## config.mk

```make
export PLATFORM = sky130hd
export DESIGN_NAME = univ_shift_reg
export DESIGN_NICKNAME = d
export VERILOG_FILES = /design/src/rtl/univ_shift_reg.sv
export SDC_FILE = /design/constraint.sdc
export NUM_CORES = 1
export LEC_CHECK = 0
export BUFFER_PORTS_ARGS = -buffer_cell sky130_fd_sc_hd__buf_2
export CAP_MARGIN = 20
export CORE_MARGIN = 8
export CORE_UTILIZATION = 40
export DETAILED_ROUTE_END_ITERATION = 10
export PLACE_DENSITY = 0.7
export SETUP_SLACK_MARGIN = 0.02
export SYNTH_ARGS = -nofsm -noshare
export SYNTH_HDL_FRONTEND = slang
export SYNTH_SLANG_ARGS = --single-unit
export TNS_END_PERCENT = 5
```

## constraint.sdc

```tcl
create_clock -name clk -period 2.6 [get_ports clk]
set_input_delay 0 -clock clk [delete_from_list [all_inputs] [get_ports clk]]
set_output_delay 0 -clock clk [all_outputs]
set_load 0.1 [all_outputs]
```

## src/rtl/univ_shift_reg.sv

```systemverilog
// Universal shift register (hold / shift right / shift left / parallel load)
// with an autonomous burst engine that shifts a programmed number of positions.
//
// state | meaning
// IDLE  | manual mode ops active; waits for a burst start
// SHIFT | burst running; one shift per enabled edge until count reaches 0
module univ_shift_reg #(
  parameter  int WIDTH = 8,
  localparam int LEN_W = $clog2(WIDTH + 1)
) (
  input  logic             clk,
  input  logic             rst,
  input  logic             en,
  input  logic [1:0]       mode,
  input  logic             sin_r,
  input  logic             sin_l,
  input  logic [WIDTH-1:0] pdata,
  input  logic             start,
  input  logic             dir,
  input  logic [LEN_W-1:0] len,
  output logic [WIDTH-1:0] q,
  output logic             sout_r,
  output logic             sout_l,
  output logic             busy,
  output logic             done
);

  typedef enum logic {
    IDLE  = 1'b0,
    SHIFT = 1'b1
  } state_t;

  localparam logic [LEN_W-1:0] WIDTH_L = LEN_W'(WIDTH);

  state_t             state_q, state_d;
  logic [WIDTH-1:0]   q_q, q_d;
  logic [LEN_W-1:0]   cnt_q, cnt_d;
  logic               dir_q, dir_d;
  logic               busy_q, busy_d;
  logic               done_q, done_d;
  logic [LEN_W-1:0]   len_clamped;

  assign len_clamped = (len > WIDTH_L) ? WIDTH_L : len;

  always_ff @(posedge clk) begin
    if (rst) begin
      state_q <= IDLE;
      q_q     <= '0;
      cnt_q   <= '0;
      dir_q   <= 1'b0;
      busy_q  <= 1'b0;
      done_q  <= 1'b0;
    end else begin
      state_q <= state_d;
      q_q     <= q_d;
      cnt_q   <= cnt_d;
      dir_q   <= dir_d;
      busy_q  <= busy_d;
      done_q  <= done_d;
    end
  end

  always_comb begin
    state_d = state_q;
    q_d     = q_q;
    cnt_d   = cnt_q;
    dir_d   = dir_q;
    busy_d  = busy_q;
    done_d  = 1'b0;
    if (en) begin
      unique case (state_q)
        IDLE: begin
          if (start) begin
            // q is deliberately untouched on the accepting edge
            dir_d = dir;
            cnt_d = len_clamped;
            if (len_clamped != '0) begin
              state_d = SHIFT;
              busy_d  = 1'b1;
            end else begin
              done_d = 1'b1;
            end
          end else begin
            unique case (mode)
              2'b01:   q_d = {sin_r, q_q[WIDTH-1:1]};
              2'b10:   q_d = {q_q[WIDTH-2:0], sin_l};
              2'b11:   q_d = pdata;
              default: q_d = q_q;
            endcase
          end
        end
        SHIFT: begin
          q_d   = dir_q ? {q_q[WIDTH-2:0], sin_l} : {sin_r, q_q[WIDTH-1:1]};
          cnt_d = cnt_q - 1'b1;
          if (cnt_q == LEN_W'(1)) begin
            state_d = IDLE;
            busy_d  = 1'b0;
            done_d  = 1'b1;
          end
        end
        default: state_d = IDLE;
      endcase
    end
  end

  assign q      = q_q;
  assign sout_r = q_q[0];
  assign sout_l = q_q[WIDTH-1];
  assign busy   = busy_q;
  assign done   = done_q;

endmodule

```

Word-level counts from Yosys, hierarchy flattened
Index checks and enable logic that the tools add are counted.
{"block": "classes", "mux": 19, "n_addsub": 1, "n_eq_ne": 9, "bitwise": 2, "n_reduce_logical": 6, "order_cmp": 1}
{"operator": "$pmux W8 S3", "count": 1}
{"operator": "$mux W8", "count": 2}
{"operator": "$pmux W8 S2", "count": 1}
{"operator": "$mux W1", "count": 9}
{"operator": "$mux W4", "count": 2}
{"operator": "$pmux W4 S2", "count": 1}
{"operator": "$ne A2 B2 Y1 const B", "count": 3}
{"operator": "$pmux W1 S2", "count": 3}
{"operator": "$reduce_and A3 Y1", "count": 2}
{"operator": "$eq A2 B2 Y1 const B", "count": 2}
{"operator": "$eq A4 B1 Y1 const B", "count": 1}
{"operator": "$gt A4 B4 Y1 const B", "count": 1}
{"operator": "$ne A4 B1 Y1 const B", "count": 1}
{"operator": "$reduce_and A4 Y1", "count": 1}
{"operator": "$reduce_bool A4 Y1", "count": 1}
{"operator": "$sub A4 B1 Y4 const B", "count": 1}
{"operator": "$eq A2 B1 Y1 const B", "count": 1}
{"operator": "$ne A2 B1 Y1 const B", "count": 1}
{"operator": "$not A1 Y1", "count": 2}
{"operator": "$reduce_and A2 Y1", "count": 1}
{"operator": "$reduce_or A2 Y1", "count": 1}
{"block": "word_totals", "register_bits": 16, "wordCells": 44, "output_inout_bits": 12, "inputBits": 21}

Logic depth before layout (Yosys ltp)
Gate-level depths: netlist of the first run.
{"block": "logic_depth", "depth_word": 6, "mapped_depth": 6, "ltp_nobuf": 6}

Worst setup path after synthesis of the first run
No wires, ideal clock.
{"block": "synth_path", "path_type": "reg2reg", "start": "register q_q[3], in the netlist q[3]", "end": "register q_q[4], in the netlist q[4]", "setup_slack_ns": 0.934, "setup_time_ns": 0.080, "arrival_time_ns": 1.586, "synth_period_minus_slack_ns": 1.666, "required_time_ns": 2.520, "path_stages_with_launch": 5, "path_buffers": 0, "path_cell_list": "dfxtp_1 -> mux2i_1 -> a21oi_1 -> o21ai_0 -> a211oi_2"}
{"block": "synth_via", "elab_chain_len": 3, "elab_cells_between_ends": 4, "classes_between": "mux: 4"}
{"item": "from (decl)", "line_no": "36", "text": "logic [WIDTH-1:0] q_q, q_d;"}
{"item": "from (signal assigned)", "line_no": "55", "text": "q_q <= q_d;"}
{"item": "$pmux W8 S3", "line_no": "84", "text": "unique case (mode)"}
{"item": "$mux W8", "line_no": "73", "text": "if (start) begin"}
{"item": "$pmux W8 S2 *", "line_no": "71", "text": "unique case (state_q)"}
Every way passes the cells marked *; elsewhere a longest branch is shown, timed or not. The select of a mux whose other input is x is not followed.
A chain may end at the register's enable or synchronous reset.

Worst setup path in the final report of the first run
{"block": "layout_path", "start": "register state_q", "end": "register q_q[6], in the netlist q[6]"}
{"block": "layout_via", "elab_chain_len": 3, "elab_cells_between_ends": 5, "classes_between": "eq/ne: 2; mux: 1; bitwise: 1; reduce/logical: 1"}
{"item": "from (decl)", "line_no": "35", "text": "state_t state_q, state_d;"}
{"item": "from (signal assigned)", "line_no": "54", "text": "state_q <= state_d;"}
{"item": "$not A1 Y1 (no line)"}
{"item": "$ne A4 B1 Y1 (no line) or $ne A2 B2 Y1 (tied branches)"}
{"item": "$reduce_and A3 Y1 (no line)"}
Several ways; a longest one is shown, not always the timed one.

==> results of run 1 <==
cell families (layout without fill, tap and decap cells):
kind of cell / Yosys count / after routing / share of synthesized area (%)
AOI/OAI and AO/OA: 41 / 41 / 24.4
adders and majority gates: 2 / 2 / 2.29
buffers and inverters: 14 / 39 / 7.80
DFF: 16 / 16 / 29.4
muxes: 16 / 16 / 14.7
and+or+nand+nor: 48 / 48 / 21.4
routing by layer:
| layer | part of all wire, % | track usage [%] |
|---|---|---|
| met3 | 9.5 | 2.78 |
| met4 | 0.62 | 5.37 |
| met5 | 0 | 0 |
| met2 | 47 | 20.4 |
| met1 | 43 | 13.6 |
synth_stat cells, types with 2 or more instances:
library cell / instances / area, µm²
nor2_1: 13 / 48.8
o21ai_0: 3 / 15.0
nand2_1: 21 / 78.8
nor2b_1: 3 / 18.8
and3b_1: 2 / 17.5
nor3b_1: 2 / 15.0
inv_1: 2 / 7.51
buf_4: 5 / 37.5
a21oi_1: 19 / 95.1
buf_2: 5 / 25.0
dfxtp_1: 16 / 320
mux2i_1: 16 / 160
a211oi_1: 2 / 15.0
ha_1: 2 / 25.0
o211ai_1: 7 / 52.6
cell type report:
cell class	count	area, µm²
Fill cell	276	1410
Multi-Input combinational cell	107	686
Sequential cell	16	320
Timing Repair Buffer	34	178
Tap cell	31	38.8
Clock buffer	3	22.5
Inverter	2	7.51
tightest hold or removal path: cells and delay by family:
kind | cells | cell delay (ps)
AO/OA/AOI/OAI | 2 | 200
buffers and inverters | 1 | 110
timing repair:
| action | in CTS | in global routing |
|---|---|---|
| hold endpoints to repair | 1 | 0 |
| hold buffers | 1 | 0 |
| endpoints found under the setup margin | 0 | 0 |
sequential cells by signal, summed over array words and instances (netlist names):
name	count
dir_q	1
q	8
busy	1
state_q	1
done	1
cnt_q	4
where the power goes:
| part | internal [mW] | total (mW) | switching [mW] |
|---|---|---|---|
| Sequential | 0.261 | 0.281 | 0.0204 |
| Combinational | 0.0642 | 0.220 | 0.156 |
| Clock | 0.0536 | 0.125 | 0.0709 |
worst max path at each step:
stage / to / slack [ps] / depth (start not counted)
after floorplan: q[4]$_SDFFE_PP0P_ / 930 / 4
after global placement: q[0]$_SDFFE_PP0P_ / 1240 / 4
after detailed placement: q[6]$_SDFFE_PP0P_ / 1170 / 4
after CTS: q[6]$_SDFFE_PP0P_ / 1150 / 4
after global routing: q[0]$_SDFFE_PP0P_ / 1030 / 4
final: q[6]$_SDFFE_PP0P_ / 1140 / 4
per-stage QoR:
| stage | util, % | instances | power [mW] | setup WS, ps | instance area, µm² |
|---|---|---|---|---|---|
| finish | 47.0 | 193 | 0.625 | 1140 | 1250 |
| global route | 47.0 | 193 | 0.661 | 1030 | 1250 |
| CTS | 47.0 | 193 | 0.635 | 1150 | 1250 |
| detailed placement | 45.8 | 189 | 0.506 | 1170 | 1220 |
| global placement | 45.8 | 189 | 0.499 | 1240 | 1220 |
| floorplan | - | 137 | 0.465 | 934 | 1090 |
==> results.toml, run 1 <==
[timing]
slew_violations = 0
setup_violations = 0
rsz0062_at_grt = "false"
slew_at_the_pin_closest_to_its_max_slew_limit_ps = 505
finalCriticalPeriod_ps = 1460
hold_slack_ps = 67.6
maxClockFrequency_ghz = 0.686
timing.max_slew.rel_slack_pct = 66.3
timing_hold_violations_final = 0
setup_total_negative_slack_ps = 0
min_period_over_period_pct = 56.0
clock-skew-final_ps = 3.24

[worst_setup_path]
crit_required_ps = 2810
arrival_time_at_the_worst_endpoint_ps = 1670
worst_path_top_cell_family_by_delay = "compound AO/OA/AOI/OAI gates"
timing.setup.critical_path_class = "reg2reg"
critical_path_buffers_and_inverters = 1
timing.reg2reg.setup_slack_ps = 1140
rr_startpoint = "state_q$_SDFFE_PP0P_"
crit_start = "state_q$_SDFFE_PP0P_"
critPathCaptureType = "flip-flop"
cp_cell_sequence = "buf_4 -> o311a_1 -> o211ai_1 -> a21oi_1"
startpoint_type = "flip-flop"
worst_path_cell_with_the_longest_stage_delay = "o311a_1"
critical_path.max_stage_delay_ps = 440
worst_r2r_path_depth = 4
critical_path_peak_fanout = 31
critical_path.reg2reg.endpoint = "q[6]$_SDFFE_PP0P_"

[power]
pwr_density_cell_nw_per_um2 = 499
peakVddDrop_v = 0.000359
power.static_leakage_nw = 0.526

[floorplanning]
fp.dieArea_um2 = 4650
floorplan.initialDensity_pct = 41.0
die_y_um = 68.2
ios = 33
die_w_um = 68.2
num_rows = 19
design.core.area_um2 = 2660

[clocking]
root_buffer = "clkbuf_4"
cts-buffers-inserted = 3
tritoncts = "yes"
postCtsSetupRepairBufs = 0
cts_sinks = 16
postCtsResizedCells = 0
cts_max_path_buffers = 2
htreeDepth = 1
clk_pin_slew_worst_paths_ps = 90
worstSkewPairLatency_ps = 270

[routing]
routed-via-count = 1057
post_drt_wl_per_cell_um = 14.2
post_drt_via_cell_ratio = 5.48
wl_mm = 2.74
initialDrtViolationCount = 75
drt-pass1-iter-count = 4
ant_nets = 0
remaining_drc_errors = 0

[placement]
port_buffers = 32
post_dp_hpwl_mm = 2.06
gp_congestion = 0.794

[hold_path]
holdPathStages = 3
hold_start = "len[1]"
holdCritPathClass = "in2reg"
min_delay_worst_endpoint = "cnt_q[1]$_SDFFE_PP0P_"

[synthesis]
synth.ff_latch_count = 16
net_count_after_synthesis = 160
syn-mean-instance-area_um2 = 7.96
synth.yosys.seq_area_share_pct = 29.4
postSynth.topFlopCell = "dfxtp_1"
synth_cells = 137
mappedNetlistArea_um2 = 1090
postSynth.asyncResetShare_pct = 0
synth_edf_count = 0
synth_cell_type_count = 34
synth_warnings = 0

[grt]
grt_start_max_net_pins = 32
gr-usage-all-layers_pct = 11.9
grt_overflow = 0
vias_in_the_first_global_route = 1010
number_of_antenna_violations_at_the_first_check_in_global_routing = 0
wire_length_of_the_first_global_routing_pass_mm = 4.40

[cells_and_area]
insertedDiodeCount = 0
fraction_of_layout_cells_with_a_size_suffix_above_1_pct = 24.1
final_nets = 187
flow.area_growth_from_synthesis_pct = 14.8
most-common-layout-cells = "buf_2 (32), nand2_1 (21), a21oi_1 (19), mux2i_1 (16), dfxtp_1 (16)"
most_common_library_cell_in_the_layout_ignoring_fill_and_taps = "buf_2"

[run]
max_cap_violations = 0

[status]
run_status = "completed"
Power figures use the tool's default switching activity.
==> run 2: changes to the inputs <==
- clock period: 2.6 -> 1.4 ns (I/O delays scaled with it)
==> results.toml, run 2 (synthesis results as in run 1) <==
[status]
run_status = "completed"

[timing]
setup_total_negative_slack_ps = 0
clock-skew-final_ps = 1.06
min_period_over_period_pct = 91.1
rsz0062_at_grt = "false"
slew_at_the_pin_closest_to_its_max_slew_limit_ps = 492
maxClockFrequency_ghz = 0.784
setup_violations = 0
slew_violations = 0
timing_hold_violations_final = 0
final.setup.worst_slack_ps = 124
finalCriticalPeriod_ps = 1280
timing.max_slew.rel_slack_pct = 67.4

[worst_setup_path]
critical_path.reg2reg.endpoint = "busy$_SDFFE_PP0P_"
critical_path_peak_fanout = 13
critical_path_buffers_and_inverters = 1
worst_path_top_cell_family_by_delay = "flip-flops"
critPathCaptureType = "flip-flop"
timing.setup.critical_path_class = "reg2reg"
rr_startpoint = "state_q$_SDFFE_PP0P_"
cp_cell_sequence = "buf_4 -> and4bb_1 -> nand2_1 -> a32oi_1 -> nor2_1"
worst_r2r_path_depth = 5
crit_cells = 5
crit_required_ps = 1570
critical_path.max_stage_delay_ps = 440
crit_start = "state_q$_SDFFE_PP0P_"
startpoint_type = "flip-flop"
arrival_time_at_the_worst_endpoint_ps = 1450
worst_path_cell_with_the_longest_stage_delay = "dfxtp_1"
timing.reg2reg.setup_slack_ps = 120

[power]
total_power_mw = 1.25
switching_share_pct = 37.9
peakVddDrop_v = 0.000531
net-switching-power_mw = 0.474
intPower_mw = 0.775
power.static_leakage_nw = 0.559
part_of_the_total_power_dissipated_in_combinational_logic_pct = 34.0
share_seq_of_total_power_pct = 41.8
clock_power_share_pct = 24.2
pwr_density_cell_nw_per_um2 = 950

[cells_and_area]
flow.area_growth_from_synthesis_pct = 20.5
finish.utilization_pct = 49.4
fill_cells = 274
most-common-layout-cells = "buf_2 (32), nand2_1 (21), a21oi_1 (19), mux2i_1 (16), nor2_1 (13)"
ff_latch_area_um2 = 327
largest_reg_flops = 8
fraction_of_layout_cells_with_a_size_suffix_above_1_pct = 30.5
multi_input_comb_area_um2 = 698
final_nets = 191
most_common_library_cell_in_the_layout_ignoring_fill_and_taps = "buf_2"
insertedDiodeCount = 0

[routing]
post_drt_via_cell_ratio = 5.45
post_drt_wl_per_cell_um = 13.8
wl_mm = 2.73
remaining_drc_errors = 0
drt-pass1-iter-count = 4
routed-via-count = 1080
ant_nets = 0
initialDrtViolationCount = 68

[floorplanning]
die_w_um = 68.2
design.core.area_um2 = 2660
fp.dieArea_um2 = 4650
floorplan.initialDensity_pct = 41.0
num_rows = 19
ios = 33
die_y_um = 68.2

[clocking]
root_buffer = "clkbuf_4"
postCtsSetupRepairBufs = 0
cts-buffers-inserted = 3
htreeDepth = 1
cts_sinks = 16
worstSkewPairLatency_ps = 280
clk_pin_slew_worst_paths_ps = 90
cts_max_path_buffers = 2
tritoncts = "yes"

[hold_path]
min_delay_worst_endpoint = "dir_q$_SDFFE_PP0P_"
holdPathStages = 3
hold_start = "en"
holdCritPathClass = "in2reg"

[grt]
gr-usage-all-layers_pct = 11.9
grt_start_max_net_pins = 19
number_of_antenna_violations_at_the_first_check_in_global_routing = 0
grt_overflow = 0
vias_in_the_first_global_route = 1022
wire_length_of_the_first_global_routing_pass_mm = 4.46

[placement]
post_dp_hpwl_mm = 2.05
gp_congestion = 0.773
pre_cts_ws_ps = 40.3
port_buffers = 32

[run]
max_cap_violations = 0
## run 2: worst max path at each step
stage | endpoint | slack (ps)
2_1_floorplan | q[2]$_SDFFE_PP0P_ | -190
3_3_place_gp | q[6]$_SDFFE_PP0P_ | 130
3_5_place_dp | q[7]$_SDFFE_PP0P_ | 40
4_1_cts | cnt_q[0]$_SDFFE_PP0P_ | 110
5_1_grt | busy$_SDFFE_PP0P_ | 40
6_report | busy$_SDFFE_PP0P_ | 120
## run 2: worst min-delay path, cell delays in order
cell     delay, ps
buf_2          160
nand3_1         90
a21oi_1         50
## run 2: per-stage QoR
step,std cells,area [µm²],hold slack [ps]
finish,198,1320,66.5
CTS,198,1310,56.3
global route,198,1320,74.4
detailed placement,193,1250,263
floorplan,137,1100,57.3
global placement,193,1250,254
## run 2: final cells by class
| class | count | area share [%] |
|---|---|---|
| tap | 31 | 2.95 |
| inverter | 2 | 0.571 |
| multi-input combinational | 107 | 53.1 |
| timing repair buffer | 38 | 15.8 |
| sequential | 16 | 24.8 |
| clock buffer | 4 | 2.76 |
## run 2: power groups by stage
stage,Clock (mW),Sequential (mW),Combinational (mW)
after floorplan,0,0.647,0.217
after detailed placement,0,0.531,0.419
after global placement,0,0.528,0.409
after global routing,0.345,0.527,0.459
after CTS,0.314,0.521,0.427
final,0.303,0.522,0.424
## run 2: repair_timing
item                                    CTS  global route
hold endpoints to repair                  1             0
hold buffers                              1             0
pin swaps                                 0             0
gates resized for setup                   1             2
endpoints found under the setup margin    1             2
cloned                                    0             0
## run 2: per-layer routing
| metal | vias to the layer above | share of wire [%] | track usage, % |
|---|---|---|---|
| li1 | 547 | - | - |
| met2 | 29 | 46 | 19.5 |
| met5 | - | 0 | 0 |
| met1 | 502 | 45 | 15.0 |
| met3 | 2 | 8.7 | 2.78 |
| met4 | 0 | 0.48 | 4.09 |
